<file path="config.mk">
export PLATFORM = sky130hd
export DESIGN_NAME = gray_conv_arbiter
export DESIGN_NICKNAME = d
export VERILOG_FILES = /design/src/rtl/gray_conv_arbiter_pkg.sv /design/src/rtl/gray_conv_arbiter_decode.sv /design/src/rtl/gray_conv_arbiter.sv
export SDC_FILE = /design/constraint.sdc
export NUM_CORES = 1
export LEC_CHECK = 0
export BUFFER_PORTS_ARGS = -buffer_cell sky130_fd_sc_hd__buf_4
export CORE_UTILIZATION = 40
export DETAILED_ROUTE_END_ITERATION = 8
export GPL_ROUTABILITY_DRIVEN = 0
export PLACE_DENSITY = 0.72
export SKIP_CTS_REPAIR_TIMING = 1
export SLEW_MARGIN = 20
export SYNTH_ARGS = -nofsm -noshare
export SYNTH_HDL_FRONTEND = slang
export SYNTH_SLANG_ARGS = --single-unit
export TNS_END_PERCENT = 10
</file>
<file path="constraint.sdc">
create_clock -name clk -period 4.75 [get_ports clk]
set_input_delay 0.95 -clock clk [delete_from_list [all_inputs] [get_ports clk]]
set_output_delay 0.95 -clock clk [all_outputs]
set_load 0.02 [all_outputs]
</file>
<file path="src/rtl/gray_conv_arbiter_pkg.sv">
// Purpose : shared definitions for the Gray-decode arbiter and other code converters.
// Latency : n/a (types, constants and a combinational helper function only).
// Backpr. : n/a.
//
// Contents:
//   state_e     FSM state encoding of the arbiter (IDLE / CONV / OUT)
//   GRAY_MAX_W  widest word the gray2bin helper handles
//   gray2bin    Gray -> binary decode of a word zero-extended to GRAY_MAX_W bits
package gray_conv_arbiter_pkg;

   typedef enum logic [1:0] {
      ST_IDLE = 2'd0,
      ST_CONV = 2'd1,
      ST_OUT  = 2'd2
   } state_e;

   localparam int GRAY_MAX_W = 32;

   // Zero-extending a narrower Gray word keeps its decode intact: leading
   // zeros contribute nothing to the running XOR, so callers may pass any
   // width up to GRAY_MAX_W and take the low bits of the result.
   function automatic logic [GRAY_MAX_W-1:0] gray2bin(input logic [GRAY_MAX_W-1:0] g);
      logic [GRAY_MAX_W-1:0] b;
      b[GRAY_MAX_W-1] = g[GRAY_MAX_W-1];
      for (int i = GRAY_MAX_W - 2; i >= 0; i--) begin
         b[i] = b[i+1] ^ g[i];
      end
      return b;
   endfunction

endpackage

</file>
<file path="src/rtl/gray_conv_arbiter_decode.sv">
// Purpose : combinational Gray -> binary decode (MSB-first XOR prefix chain).
// Latency : 0 cycles, purely combinational.
// Backpr. : none; no handshake, output follows input.
//
// Ports:
//   gray_i  [WIDTH-1:0]  Gray-coded word
//   bin_o   [WIDTH-1:0]  binary equivalent
module gray_decode_core #(
   parameter int WIDTH = 4
) (
   input  logic [WIDTH-1:0] gray_i,
   output logic [WIDTH-1:0] bin_o
);

   // A local accumulator keeps the chain inside one process, so the
   // bit-to-bit dependency never shows up as a combinational loop on bin_o.
   logic [WIDTH-1:0] acc;

   always_comb begin
      acc            = '0;
      acc[WIDTH-1]   = gray_i[WIDTH-1];
      for (int i = WIDTH - 2; i >= 0; i--) begin
         acc[i] = acc[i+1] ^ gray_i[i];
      end
      bin_o = acc;
   end

endmodule

</file>
<file path="src/rtl/gray_conv_arbiter.sv">
// Purpose : round-robin shares one Gray->binary decoder between N_REQ requesters.
// Latency : request accepted at edge T -> out_valid registered at edge T+1 (seen the cycle after CONV);
//           at most one result every 3 cycles.
// Backpr. : out_ready low stalls the FSM in OUT with outputs frozen; req_ready stays 0 meanwhile.
//
// Ports:
//   clk        rising-edge clock
//   rst        asynchronous, active-high reset
//   req_valid  [N_REQ]        per-requester request valid
//   req_gray   [N_REQ*WIDTH]  packed Gray words, requester i at [i*WIDTH +: WIDTH]
//   req_ready  [N_REQ]        one-hot accept, only in IDLE, combinational
//   out_valid  decoded result valid
//   out_ready  downstream accepts result
//   out_bin    [WIDTH]        decoded binary value
//   out_id     [IDW]          requester that produced out_bin
//   busy       high whenever the FSM is not idle
module gray_conv_arbiter
   import gray_conv_arbiter_pkg::*;
#(
   parameter  int N_REQ = 4,
   parameter  int WIDTH = 4,
   localparam int IDW   = (N_REQ > 1) ? $clog2(N_REQ) : 1
) (
   input  logic                   clk,
   input  logic                   rst,
   input  logic [N_REQ-1:0]       req_valid,
   input  logic [N_REQ*WIDTH-1:0] req_gray,
   output logic [N_REQ-1:0]       req_ready,
   output logic                   out_valid,
   input  logic                   out_ready,
   output logic [WIDTH-1:0]       out_bin,
   output logic [IDW-1:0]         out_id,
   output logic                   busy
);

   // ------------------------------------------------------------------
   // State
   // ------------------------------------------------------------------
   state_e           state_q,     state_d;
   logic [IDW-1:0]   rr_ptr_q,    rr_ptr_d;
   logic [WIDTH-1:0] gray_q,      gray_d;
   logic [IDW-1:0]   id_q,        id_d;
   logic             out_valid_q, out_valid_d;
   logic [WIDTH-1:0] out_bin_q,   out_bin_d;
   logic [IDW-1:0]   out_id_q,    out_id_d;

   // ------------------------------------------------------------------
   // Unpack the request words so the granted one can be picked by index.
   // ------------------------------------------------------------------
   logic [WIDTH-1:0] req_word [N_REQ];

   for (genvar gi = 0; gi < N_REQ; gi++) begin : g_unpack
      assign req_word[gi] = req_gray[gi*WIDTH +: WIDTH];
   end

   // ------------------------------------------------------------------
   // Shared decoder, always looking at the captured word.
   // ------------------------------------------------------------------
   logic [WIDTH-1:0] dec_bin;

   gray_decode_core #(
      .WIDTH (WIDTH)
   ) u_decode (
      .gray_i (gray_q),
      .bin_o  (dec_bin)
   );

   // ------------------------------------------------------------------
   // Round-robin search: first valid requester at or after rr_ptr_q,
   // wrapping modulo N_REQ. Index arithmetic is done in int and folded
   // back by a single subtract, which also works for non-power-of-two N_REQ.
   // ------------------------------------------------------------------
   logic           grant_found;
   logic [IDW-1:0] grant_idx;
   logic [IDW-1:0] grant_next;
   int             cand;
   logic [IDW-1:0] cand_idx;

   always_comb begin
      grant_found = 1'b0;
      grant_idx   = '0;
      cand        = 0;
      cand_idx    = '0;
      for (int k = 0; k < N_REQ; k++) begin
         cand = int'(rr_ptr_q) + k;
         if (cand >= N_REQ) begin
            cand = cand - N_REQ;
         end
         cand_idx = IDW'(cand);
         if (!grant_found && req_valid[cand_idx]) begin
            grant_found = 1'b1;
            grant_idx   = cand_idx;
         end
      end
   end

   // Pointer moves just past the winner so it becomes lowest priority next time.
   always_comb begin
      if (grant_idx == IDW'(N_REQ - 1)) begin
         grant_next = '0;
      end else begin
         grant_next = grant_idx + IDW'(1);
      end
   end

   // ------------------------------------------------------------------
   // FSM next-state and outputs
   // ------------------------------------------------------------------
   always_comb begin
      state_d     = state_q;
      rr_ptr_d    = rr_ptr_q;
      gray_d      = gray_q;
      id_d        = id_q;
      out_valid_d = out_valid_q;
      out_bin_d   = out_bin_q;
      out_id_d    = out_id_q;
      req_ready   = '0;

      case (state_q)
         ST_IDLE: begin
            if (grant_found) begin
               req_ready[grant_idx] = 1'b1;
               gray_d               = req_word[grant_idx];
               id_d                 = grant_idx;
               rr_ptr_d             = grant_next;
               state_d              = ST_CONV;
            end
         end

         ST_CONV: begin
            out_bin_d   = dec_bin;
            out_id_d    = id_q;
            out_valid_d = 1'b1;
            state_d     = ST_OUT;
         end

         ST_OUT: begin
            // out_valid_q is always set here; the explicit term keeps the
            // handshake readable as valid & ready.
            if (out_valid_q && out_ready) begin
               out_valid_d = 1'b0;
               state_d     = ST_IDLE;
            end
         end

         default: begin
            state_d = ST_IDLE;
         end
      endcase
   end

   // ------------------------------------------------------------------
   // Registers
   // ------------------------------------------------------------------
   always_ff @(posedge clk or posedge rst) begin
      if (rst) begin
         state_q     <= ST_IDLE;
         rr_ptr_q    <= '0;
         gray_q      <= '0;
         id_q        <= '0;
         out_valid_q <= 1'b0;
         out_bin_q   <= '0;
         out_id_q    <= '0;
      end else begin
         state_q     <= state_d;
         rr_ptr_q    <= rr_ptr_d;
         gray_q      <= gray_d;
         id_q        <= id_d;
         out_valid_q <= out_valid_d;
         out_bin_q   <= out_bin_d;
         out_id_q    <= out_id_d;
      end
   end

   assign out_valid = out_valid_q;
   assign out_bin   = out_bin_q;
   assign out_id    = out_id_q;
   assign busy      = (state_q != ST_IDLE);

endmodule

</file>
==> impl_metrics.env, run 1 <==
export IMPL_fin_worst_skew_ns=0.001887
export IMPL_ios=35
export IMPL_tns_ns=0
export IMPL_syn_area_um2=983.4
export IMPL_cpPeakStageDelay_ns=0.52
export IMPL_fp_dieW_um=51.59
export IMPL_drc=0
export IMPL_viasPerCell=5.168
export IMPL_leakagePower_uw=0.0006380
export IMPL_final_nets=161
export IMPL_maxCapViolCount=0
export IMPL_finalMaxSlewViolations=0
export IMPL_clk_pin_slew_ns=0.09
export IMPL_rsz0062_at_grt="false"
export IMPL_drtPass1Iterations=4
export IMPL_vias=832
export IMPL_clk_latency_ns=0.28
export IMPL_grt_ovfl_total=0
export IMPL_initialDrtViolationCount=21
export IMPL_p_per_area_nw_per_um2=600.9
export IMPL_worstSetupPathType="in2out"
export IMPL_cp_data_arrival_time_ns=2.34
export IMPL_multi_input_area_um2=518.0
export IMPL_hold_viol=0
export IMPL_syn_nets=125
export IMPL_cp_start_kind="input pin"
export IMPL_crit_family="simple AND/OR/NAND/NOR gates"
export IMPL_std_cell_rows=17
export IMPL_cts_tree="done"
export IMPL_die_h_um=51.59
export IMPL_required_ns=3.80
export IMPL_slew_headroom_pct=57.38
export IMPL_crit_top_cell="buf_4"
export IMPL_htreeDepth=1
export IMPL_yosys_area_share_xor_xnor_pct=2.672
export IMPL_cp_cell_sequence="buf_4 -> nor4_1 -> nand2b_1 -> inv_2 -> and2_1 -> buf_4"
export IMPL_synthTopCellsByCount="dfrtp_1 (17), nand2_1 (14), o21ai_0 (7)"
export IMPL_synth_area_leaders="dfrtp_1 (43%), nand2_1 (5.3%), ha_1 (5.1%)"
export IMPL_cp_num_buf_inv=3
export IMPL_synth_seq_area_share_pct=43.26
export IMPL_clockBufferDepth=2
export IMPL_synth_area_mux_share_pct=9.669
export IMPL_grt_pass1_wl_um=3263
export IMPL_period_needed_ns=3.289
export IMPL_yosysTopAreaCell="dfrtp_1"
export IMPL_postSynthCellCount=98
export IMPL_run_status="finished, final reports clean"
export IMPL_hpwl_um=1649
export IMPL_yosys_area_share_adder_pct=5.089
export IMPL_synth_distinct_cells=30
export IMPL_drive_above_1_share_pct=36.84
export IMPL_holdCritPathClass="reg2reg"
export IMPL_grt_max_degree=19
export IMPL_fmaxAchievable_ghz=0.3040
export IMPL_root_buffer="clkbuf_4"
export IMPL_syn_avg_cell_area_um2=10.04
export IMPL_die_area_um2=2661
export IMPL_synth_edf_count=0
export IMPL_worstPathMaxFanout=18
export IMPL_total_power_uw=773.0
export IMPL_synth_compound_area_share_pct=19.08
export IMPL_cts_buffers_inserted=3
export IMPL_ant_nets=0
export IMPL_critPathSlowestCell="nand2b_1"
export IMPL_cts_sinks=17
export IMPL_peakVddDrop_v=0.0003400
export IMPL_yosys_area_share_simple_pct=16.16
export IMPL_regArea_um2=425.4
export IMPL_ys_warn_count=0
export IMPL_async_flop_share_pct=100.0
export IMPL_synth_top_family_by_area="compound AO/OA/AOI/OAI gates"
export IMPL_setup_violations=0
export IMPL_period_share_pct=69.24
export IMPL_wl_per_cell_um=12.76
export IMPL_final_util_pct=57.05
export IMPL_tightest_slew_ns=0.6386
export IMPL_fillers=208
export IMPL_grt_pass1_vias=764
export IMPL_syn_to_final_growth_pct=30.79
export IMPL_antenna_found_initial=0
export IMPL_io_buffer_count=34
export IMPL_ys_flop_type="dfrtp_1"
export IMPL_ys_ff_latch=17
export IMPL_finalWirelength_um=2055
export IMPL_yosysMostFrequentCell="dfrtp_1"
export IMPL_grt_use_total_pct=16.65
export IMPL_initial_core_util_pct=43.62
export IMPL_synth_top_area_share_pct=43.26
export IMPL_core_um2=2255
export IMPL_antenna_cells=0
export IMPL_crit_path_end_kind="output port"
==> cell usage in the layout, fill, tap and decap left out, drive strengths merged <==
cell and count:
nand2 14, nor2 2, a211o 4, or3b 1, dfrtp 17, o21a 1, clkbuf 4, nor2b 1
xor2 2, ha 4, a21oi 2, a22oi 2, o21ai 8, mux2i 5, a21boi 1, nand3 4
mux2 4, o22ai 2, and2 4, nor4 1, buf 34, xnor2 1, nand2b 2, nor3b 1
o311ai 4, o22a 1, inv 7
==> power breakdown <==
| part | switching [µW] | internal, µW | leakage [µW] |
|---|---|---|---|
| clock | 41.5 | 32.6 | 0.0000150 |
| combinational | 239 | 190 | 0.000416 |
| sequential | 52.7 | 217 | 0.000207 |
| total | 333 | 440 | 0.000638 |
==> logic make-up after synthesis <==
group           after synthesis
simple gates                 30
flops                        17
compound gates               25
buf+inv                      10
mux                           9
fa+ha+maj                     4
xor+xnor                      3
==> path summary, 6_finish.rpt <==
kind | from | end | slack [ns] | cells past startpoint
max | req_valid[3] | req_ready[0] | 1.46 | 6
min | out_bin[0] | out_bin[0] | 0.50 | 2
max reg2reg | rr_ptr_q[1] | rr_ptr_q[1] | 2.94 | 7
min reg2reg | out_bin[0] | out_bin[0] | 0.50 | 2
max in group asynchronous | rst | id_q[1] | 3.60 | 2
min in group asynchronous | rst | out_bin[0] | 0.75 | 2
==> layout make-up <==
cell class | instances | share of cell area, %
inverter | 7 | 2.043
clock buffer | 4 | 2.043
sequential | 17 | 33.07
timing repair buffer | 34 | 19.84
multi-input combinational | 71 | 40.27
tap | 28 | 2.724
==> flip-flops by register name, indices dropped and copies added, names as in the netlist <==
name	count
gray_q	4
out_bin	4
id_q	2
out_id	2
rr_ptr_q	2
state_q	2
out_valid	1
==> per-stage QoR <==
stage	area [µm²]	setup WS, ns	hold WS (ns)	std cells
floorplan	983.4	1.846	0.4460	98
global placement	1260	1.494	0.4632	157
detailed placement	1260	1.470	0.4788	157
CTS	1286	1.466	0.5010	161
global route	1286	1.306	0.5227	161
finish	1286	1.461	0.4954	161
==> routing by layer <==
metal	wire length (µm)	global-route usage, %	up-vias	share of wire [%]
met2	958	28.35	34	47
li1	-	-	419	-
met3	103	1.754	4	5.0
met1	949	20.85	375	46
met5	0	0	-	0
met4	43	8.108	0	2.1
==> worst reg2reg max path: cells and delay by family, from the launching register on <==
family                     cells  cell delay, ns
AOI/OAI and AO/OA              3            0.66
DFF                            1            0.52
adders and majority gates      1            0.29
buffers and inverters          1            0.13
and+or+nand+nor                2            0.11
No activity file was read; power rests on OpenSTA's default activity.
==> run 2: changes to the inputs <==
--- a/config.mk
+++ b/config.mk
@@ -9,7 +9,7 @@
 export CORE_UTILIZATION = 40
 export DETAILED_ROUTE_END_ITERATION = 8
 export GPL_ROUTABILITY_DRIVEN = 0
-export PLACE_DENSITY = 0.72
+export PLACE_DENSITY = 0.75
 export SKIP_CTS_REPAIR_TIMING = 1
 export SLEW_MARGIN = 20
 export SYNTH_ARGS = -nofsm -noshare
==> constraint.sdc (replaced) <==
create_clock -name clk -period 2.8 [get_ports clk]
set_input_delay 0.56 -clock clk [delete_from_list [all_inputs] [get_ports clk]]
set_output_delay 0.56 -clock clk [all_outputs]
set_load 0.02 [all_outputs]
==> impl_metrics.env, run 2 (synthesis results as in run 1) <==
export IMPL_viasPerCell=5.154
export IMPL_fillers=215
export IMPL_ios=35
export IMPL_cts_buffers_inserted=3
export IMPL_mostFrequentLayoutCells="buf_4 (35), dfrtp_1 (16), nand2_1 (14), o21ai_0 (7)"
export IMPL_cts_tree="done"
export IMPL_antenna_found_initial=0
export IMPL_grt_pass1_vias=791
export IMPL_grt_max_degree=18
export IMPL_tns_ns=0
export IMPL_slew_headroom_pct=58.73
export IMPL_core_um2=2255
export IMPL_clockBufferDepth=2
export IMPL_holdWs_ns=0.3493
export IMPL_initialDrtViolationCount=9
export IMPL_r2r_start="rr_ptr_q[1]"
export IMPL_final_util_pct=57.44
export IMPL_finalWirelength_um=1955
export IMPL_finalMaxSlewViolations=0
export IMPL_r2r_slack_ns=1.14
export IMPL_crit_path_end_kind="output port"
export IMPL_peakVddDrop_v=0.0004125
export IMPL_antenna_cells=0
export IMPL_required_ns=2.24
export IMPL_rr_worst_depth=7
export IMPL_fmaxAchievable_ghz=0.3797
export IMPL_final_common_cell="buf_4"
export IMPL_cpPeakStageDelay_ns=0.46
export IMPL_fp_dieW_um=51.59
export IMPL_wl_per_cell_um=12.07
export IMPL_grt_use_total_pct=16.99
export IMPL_hpwl_um=1613
export IMPL_dpl_cell_area_um2=1267
export IMPL_vias=835
export IMPL_leakagePower_uw=0.0006415
export IMPL_htreeDepth=1
export IMPL_std_cell_rows=17
export IMPL_worst_slack_ns=0.1667
export IMPL_root_buffer="clkbuf_4"
export IMPL_fin_worst_skew_ns=0.007978
export IMPL_grt_pass1_wl_um=3353
export IMPL_die_area_um2=2661
export IMPL_regArea_um2=426.7
export IMPL_rr_endpoint="rr_ptr_q[1]"
export IMPL_hold_viol=0
export IMPL_pre_cts_slack_ns=0.2970
export IMPL_die_h_um=51.59
export IMPL_p_per_area_nw_per_um2=1017
export IMPL_cts_sinks=17
export IMPL_finalInstanceArea_um2=1295
export IMPL_tightest_slew_ns=0.6184
export IMPL_clk_latency_ns=0.28
export IMPL_critPathSlowestCell="dfrtp_2"
export IMPL_cp_start_kind="flip-flop"
export IMPL_cp_cell_sequence="mux2i_1 -> o22ai_2 -> nor2_4 -> inv_1 -> ha_1 -> and2_1 -> buf_4"
export IMPL_period_needed_ns=2.633
export IMPL_holdCritPathClass="in2async"
export IMPL_maxCapViolCount=0
export IMPL_final_nets=162
export IMPL_period_share_pct=94.05
export IMPL_drive_above_1_share_pct=38.06
export IMPL_initial_core_util_pct=43.62
export IMPL_clk_pin_slew_ns=0.09
export IMPL_drc=0
export IMPL_syn_to_final_growth_pct=31.68
export IMPL_grt_ovfl_total=0
export IMPL_worstSetupPathType="reg2out"
export IMPL_io_buffer_count=34
export IMPL_drtPass1Iterations=4
export IMPL_setup_violations=0
export IMPL_multi_input_area_um2=518.0
export IMPL_cp_data_arrival_time_ns=2.07
export IMPL_rsz0062_at_grt="false"
export IMPL_ant_nets=0
export IMPL_worstPathMaxFanout=8
export IMPL_run_status="finished, final reports clean"
[run 2: cell count changes in the layout (fill, tap and decap cells not counted)]
cell,previous run,this run
dfrtp_2,0,1
dfrtp_1,17,16
buf_4,34,35
[run 2: power breakdown]
part | total [µW] | internal (µW) | switching, µW
Combinational | 735 | 334 | 402
Sequential | 458 | 370 | 87.9
Clock | 124 | 55.2 | 68.4
Total | 1320 | 759 | 558
[run 2: layer usage]
metal / routed length, µm / track usage, %
met1: 914 / 21.34
met2: 933 / 28.79
met3: 90 / 2.047
met4: 17 / 8.108
met5: 0 / 0
[run 2: worst max-delay path by stage]
stage	start	slack, ns	end	cells after the start
3_3_place_gp	req_valid[2]	0.34	req_ready[0]	8
5_1_grt	rr_ptr_q[1]	0.05	req_ready[2]	7
2_1_floorplan	req_valid[2]	0.68	req_ready[0]	6
6_report	rr_ptr_q[1]	0.17	req_ready[0]	7
3_5_place_dp	req_valid[2]	0.30	req_ready[0]	8
4_1_cts	rr_ptr_q[1]	0.08	req_ready[0]	7
[run 2: area by class of cell]
class / instances / area share (%)
multi-input cells: 71 / 40.00
flip-flops and latches: 17 / 32.95
repair buffers: 35 / 20.29
well taps: 28 / 2.705
clock buffers: 4 / 2.029
inverters: 7 / 2.029
[run 2: metrics by stage]
| step | std cells | power (µW) |
|---|---|---|
| 2_1_floorplan | 98 | 972.6 |
| 3_3_place_gp | 158 | 1183 |
| 3_5_place_dp | 158 | 1209 |
| 4_1_cts | 162 | 1331 |
| 5_1_grt | 162 | 1438 |
| 6_report | 162 | 1317 |
[run 2: worst max-delay path, delay by kind of cell, from the launching register on]
kind / cells / cell delay, ns
flops: 1 / 0.46
simple gates: 2 / 0.39
buf+inv: 2 / 0.28
mux: 1 / 0.30
compound gates: 1 / 0.16
fa+ha+maj: 1 / 0.21
==> run 3: changes to the inputs <==
--- a/config.mk
+++ b/config.mk
@@ -5,11 +5,13 @@
 export SDC_FILE = /design/constraint.sdc
 export NUM_CORES = 1
 export LEC_CHECK = 0
+export ABC_AREA = 1
 export BUFFER_PORTS_ARGS = -buffer_cell sky130_fd_sc_hd__buf_4
+export CORE_MARGIN = 5
 export CORE_UTILIZATION = 40
 export DETAILED_ROUTE_END_ITERATION = 8
 export GPL_ROUTABILITY_DRIVEN = 0
-export PLACE_DENSITY = 0.75
+export PLACE_DENSITY = 0.72
 export SKIP_CTS_REPAIR_TIMING = 1
 export SLEW_MARGIN = 20
 export SYNTH_ARGS = -nofsm -noshare
==> impl_metrics.env, run 3 <==
export IMPL_die_area_um2=4299
export IMPL_ant_nets=0
export IMPL_setup_violations=0
export IMPL_finalInstanceArea_um2=1650
export IMPL_critPathSlowestCell="dfrtp_1"
export IMPL_async_flop_share_pct=100.0
export IMPL_rsz0062_at_grt="true"
export IMPL_slew_headroom_pct=58.90
export IMPL_std_cell_rows=20
export IMPL_clockBufferDepth=2
export IMPL_cts_sinks=17
export IMPL_cpPeakStageDelay_ns=0.48
export IMPL_top_layer="met4"
export IMPL_clk_pin_slew_ns=0.09
export IMPL_synth_area_leaders="dfrtp_1 (34%), nand2_1 (25%), inv_1 (7.9%)"
export IMPL_ios=35
export IMPL_wl_met3_um=148
export IMPL_clk_latency_ns=0.28
export IMPL_synth_top_area_share_pct=34.45
export IMPL_grt_pass1_vias=1059
export IMPL_crit_path_end_kind="output port"
export IMPL_final_util_pct=54.96
export IMPL_cp_cell_sequence="inv_2 -> nand2_1 -> nand2_2 -> nand2_2 -> nand2_2 -> nor2_4 -> nand4_1 -> nand2_4 -> buf_6 -> ha_1 -> inv_1 -> nor2_1 -> buf_4"
export IMPL_holdWs_ns=0.3426
export IMPL_wl_met2_um=1365
export IMPL_final_nets=261
export IMPL_cp_start_kind="flip-flop"
export IMPL_drive_above_1_share_pct=31.76
export IMPL_drc=0
export IMPL_fillers=291
export IMPL_drtPass1Iterations=6
export IMPL_cp_num_buf_inv=4
export IMPL_period_needed_ns=2.780
export IMPL_antenna_cells=0
export IMPL_crit_top_cell="nand2_2"
export IMPL_p_per_area_nw_per_um2=286.4
export IMPL_required_ns=2.24
export IMPL_initial_core_util_pct=41.12
export IMPL_grt_pass1_wl_um=4319
export IMPL_ys_ff_latch=17
export IMPL_cts_tree="done"
export IMPL_drt_met1_wl_um=1360
export IMPL_fin_worst_skew_ns=0.001782
export IMPL_grt_use_total_pct=12.50
export IMPL_ys_flop_type="dfrtp_1"
export IMPL_antenna_found_initial=0
export IMPL_core_um2=3003
export IMPL_worstSetupPathType="reg2out"
export IMPL_regArea_um2=426.7
export IMPL_run_status="finished, final reports clean"
export IMPL_dpl_cell_area_um2=1535
export IMPL_io_buffer_count=34
export IMPL_peakVddDrop_v=0.0001428
export IMPL_root_buffer="clkbuf_4"
export IMPL_finalMaxSlewViolations=0
export IMPL_syn_area_um2=1235
export IMPL_hpwl_um=2078
export IMPL_final_common_cell="nand2_1"
export IMPL_cp_data_arrival_time_ns=2.22
export IMPL_syn_nets=216
export IMPL_vias=1229
export IMPL_fmaxAchievable_ghz=0.3597
export IMPL_crit_family="simple AND/OR/NAND/NOR gates"
export IMPL_yosysMostFrequentCell="nand2_1"
export IMPL_die_h_um=65.57
export IMPL_cts_buffers_inserted=3
export IMPL_synthTopCellsByCount="nand2_1 (81), inv_1 (26), nand3_1 (19)"
export IMPL_synth_edf_count=0
export IMPL_multi_input_area_um2=699.4
export IMPL_postSynthCellCount=189
export IMPL_grt_ovfl_total=0
export IMPL_grt_max_degree=18
export IMPL_finalWirelength_um=2903
export IMPL_synth_distinct_cells=21
export IMPL_maxCapViolCount=0
export IMPL_mostFrequentLayoutCells="nand2_1 (76), buf_4 (42), inv_1 (24), dfrtp_1 (16), nand3_1 (15)"
export IMPL_holdCritPathClass="in2async"
export IMPL_syn_avg_cell_area_um2=6.534
export IMPL_leakagePower_uw=0.0009751
export IMPL_wl_per_cell_um=10.91
export IMPL_hold_viol=0
export IMPL_ys_warn_count=0
export IMPL_worstPathMaxFanout=5
export IMPL_period_share_pct=99.28
export IMPL_viasPerCell=4.620
export IMPL_yosysTopAreaCell="dfrtp_1"
export IMPL_tightest_slew_ns=0.6159
export IMPL_syn_to_final_growth_pct=33.64
export IMPL_fp_dieW_um=65.57
export IMPL_initialDrtViolationCount=47
export IMPL_htreeDepth=1
export IMPL_synth_seq_area_share_pct=34.45
## run 3: cell types whose count changed in the layout (fill, tap and decap cells not counted), moves of 4 or more
cell and delta:
inv_1 +19, o311ai_1 -4, nand2_1 +62, nand3_1 +11, nand3_2 +5, buf_4 +7
mux2i_1 -5, nor2_1 +7, and2_1 -4, nand2_2 +11, mux2_2 -4, a211o_1 -4
## run 3: through the flow
step / setup TNS (ns) / setup WS [ns] / power (µW) / instances
global route: -0.1608 / -0.07650 / 500.2 / 266
CTS: 0 / 0.06028 / 466.3 / 261
detailed placement: 0 / 0.2050 / 340.0 / 257
global placement: 0 / 0.2490 / 340.4 / 257
finish: 0 / 0.02025 / 472.6 / 266
floorplan: 0 / 0.3894 / 303.4 / 189
## run 3: worst register-to-register path: cells and delay by family (launching register included)
kind / cells / cell delay [ns]
and+or+nand+nor: 9 / 0.90
buffers and inverters: 4 / 0.53
DFF: 1 / 0.48
## run 3: cell type report
cell class / count / area share, %
well taps: 33 / 2.502
multi-input cells: 138 / 42.38
repair buffers: 45 / 20.77
clock buffers: 4 / 1.592
inverters: 29 / 6.899
flip-flops and latches: 17 / 25.85
## run 3: metal layers
layer | up-vias | GRT usage [%]
met4 | 0 | 4.663
li1 | 661 | -
met5 | - | 0
met1 | 528 | 16.24
met2 | 36 | 20.86
met3 | 4 | 1.880
## run 3: report_power, final
part	internal, µW	switching [µW]	leakage [µW]
clock	55.4	71.6	0.0000150
combinational	47.9	52.4	0.000749
sequential	245	0	0.000211
## run 3: cell families (layout without fill, tap and decap cells)
group	Yosys count	count (layout)	share of synthesized area (%)
AOI/OAI and AO/OA	12	12	5.267
xor gates and xnor gates	3	3	2.128
adders and majority gates	4	4	4.053
buffers and inverters	34	78	12.16
DFF	17	17	34.45
and+or+nand+nor	119	119	41.95
## run 3: final timing paths
| check | start | to | slack [ns] | cells past startpoint |
|---|---|---|---|---|
| hold reg to reg | out_bin[3] | out_bin[3] | 0.49 | 2 |
| hold / removal | rst | out_id[0] | 0.34 | 2 |
| setup reg to reg | rr_ptr_q[1] | gray_q[3] | 0.79 | 13 |
| min in group clk | out_bin[3] | out_bin[3] | 0.49 | 2 |
| setup / recovery | rr_ptr_q[1] | req_ready[1] | 0.02 | 13 |
| max in group asynchronous | rst | rr_ptr_q[0] | 2.02 | 2 |
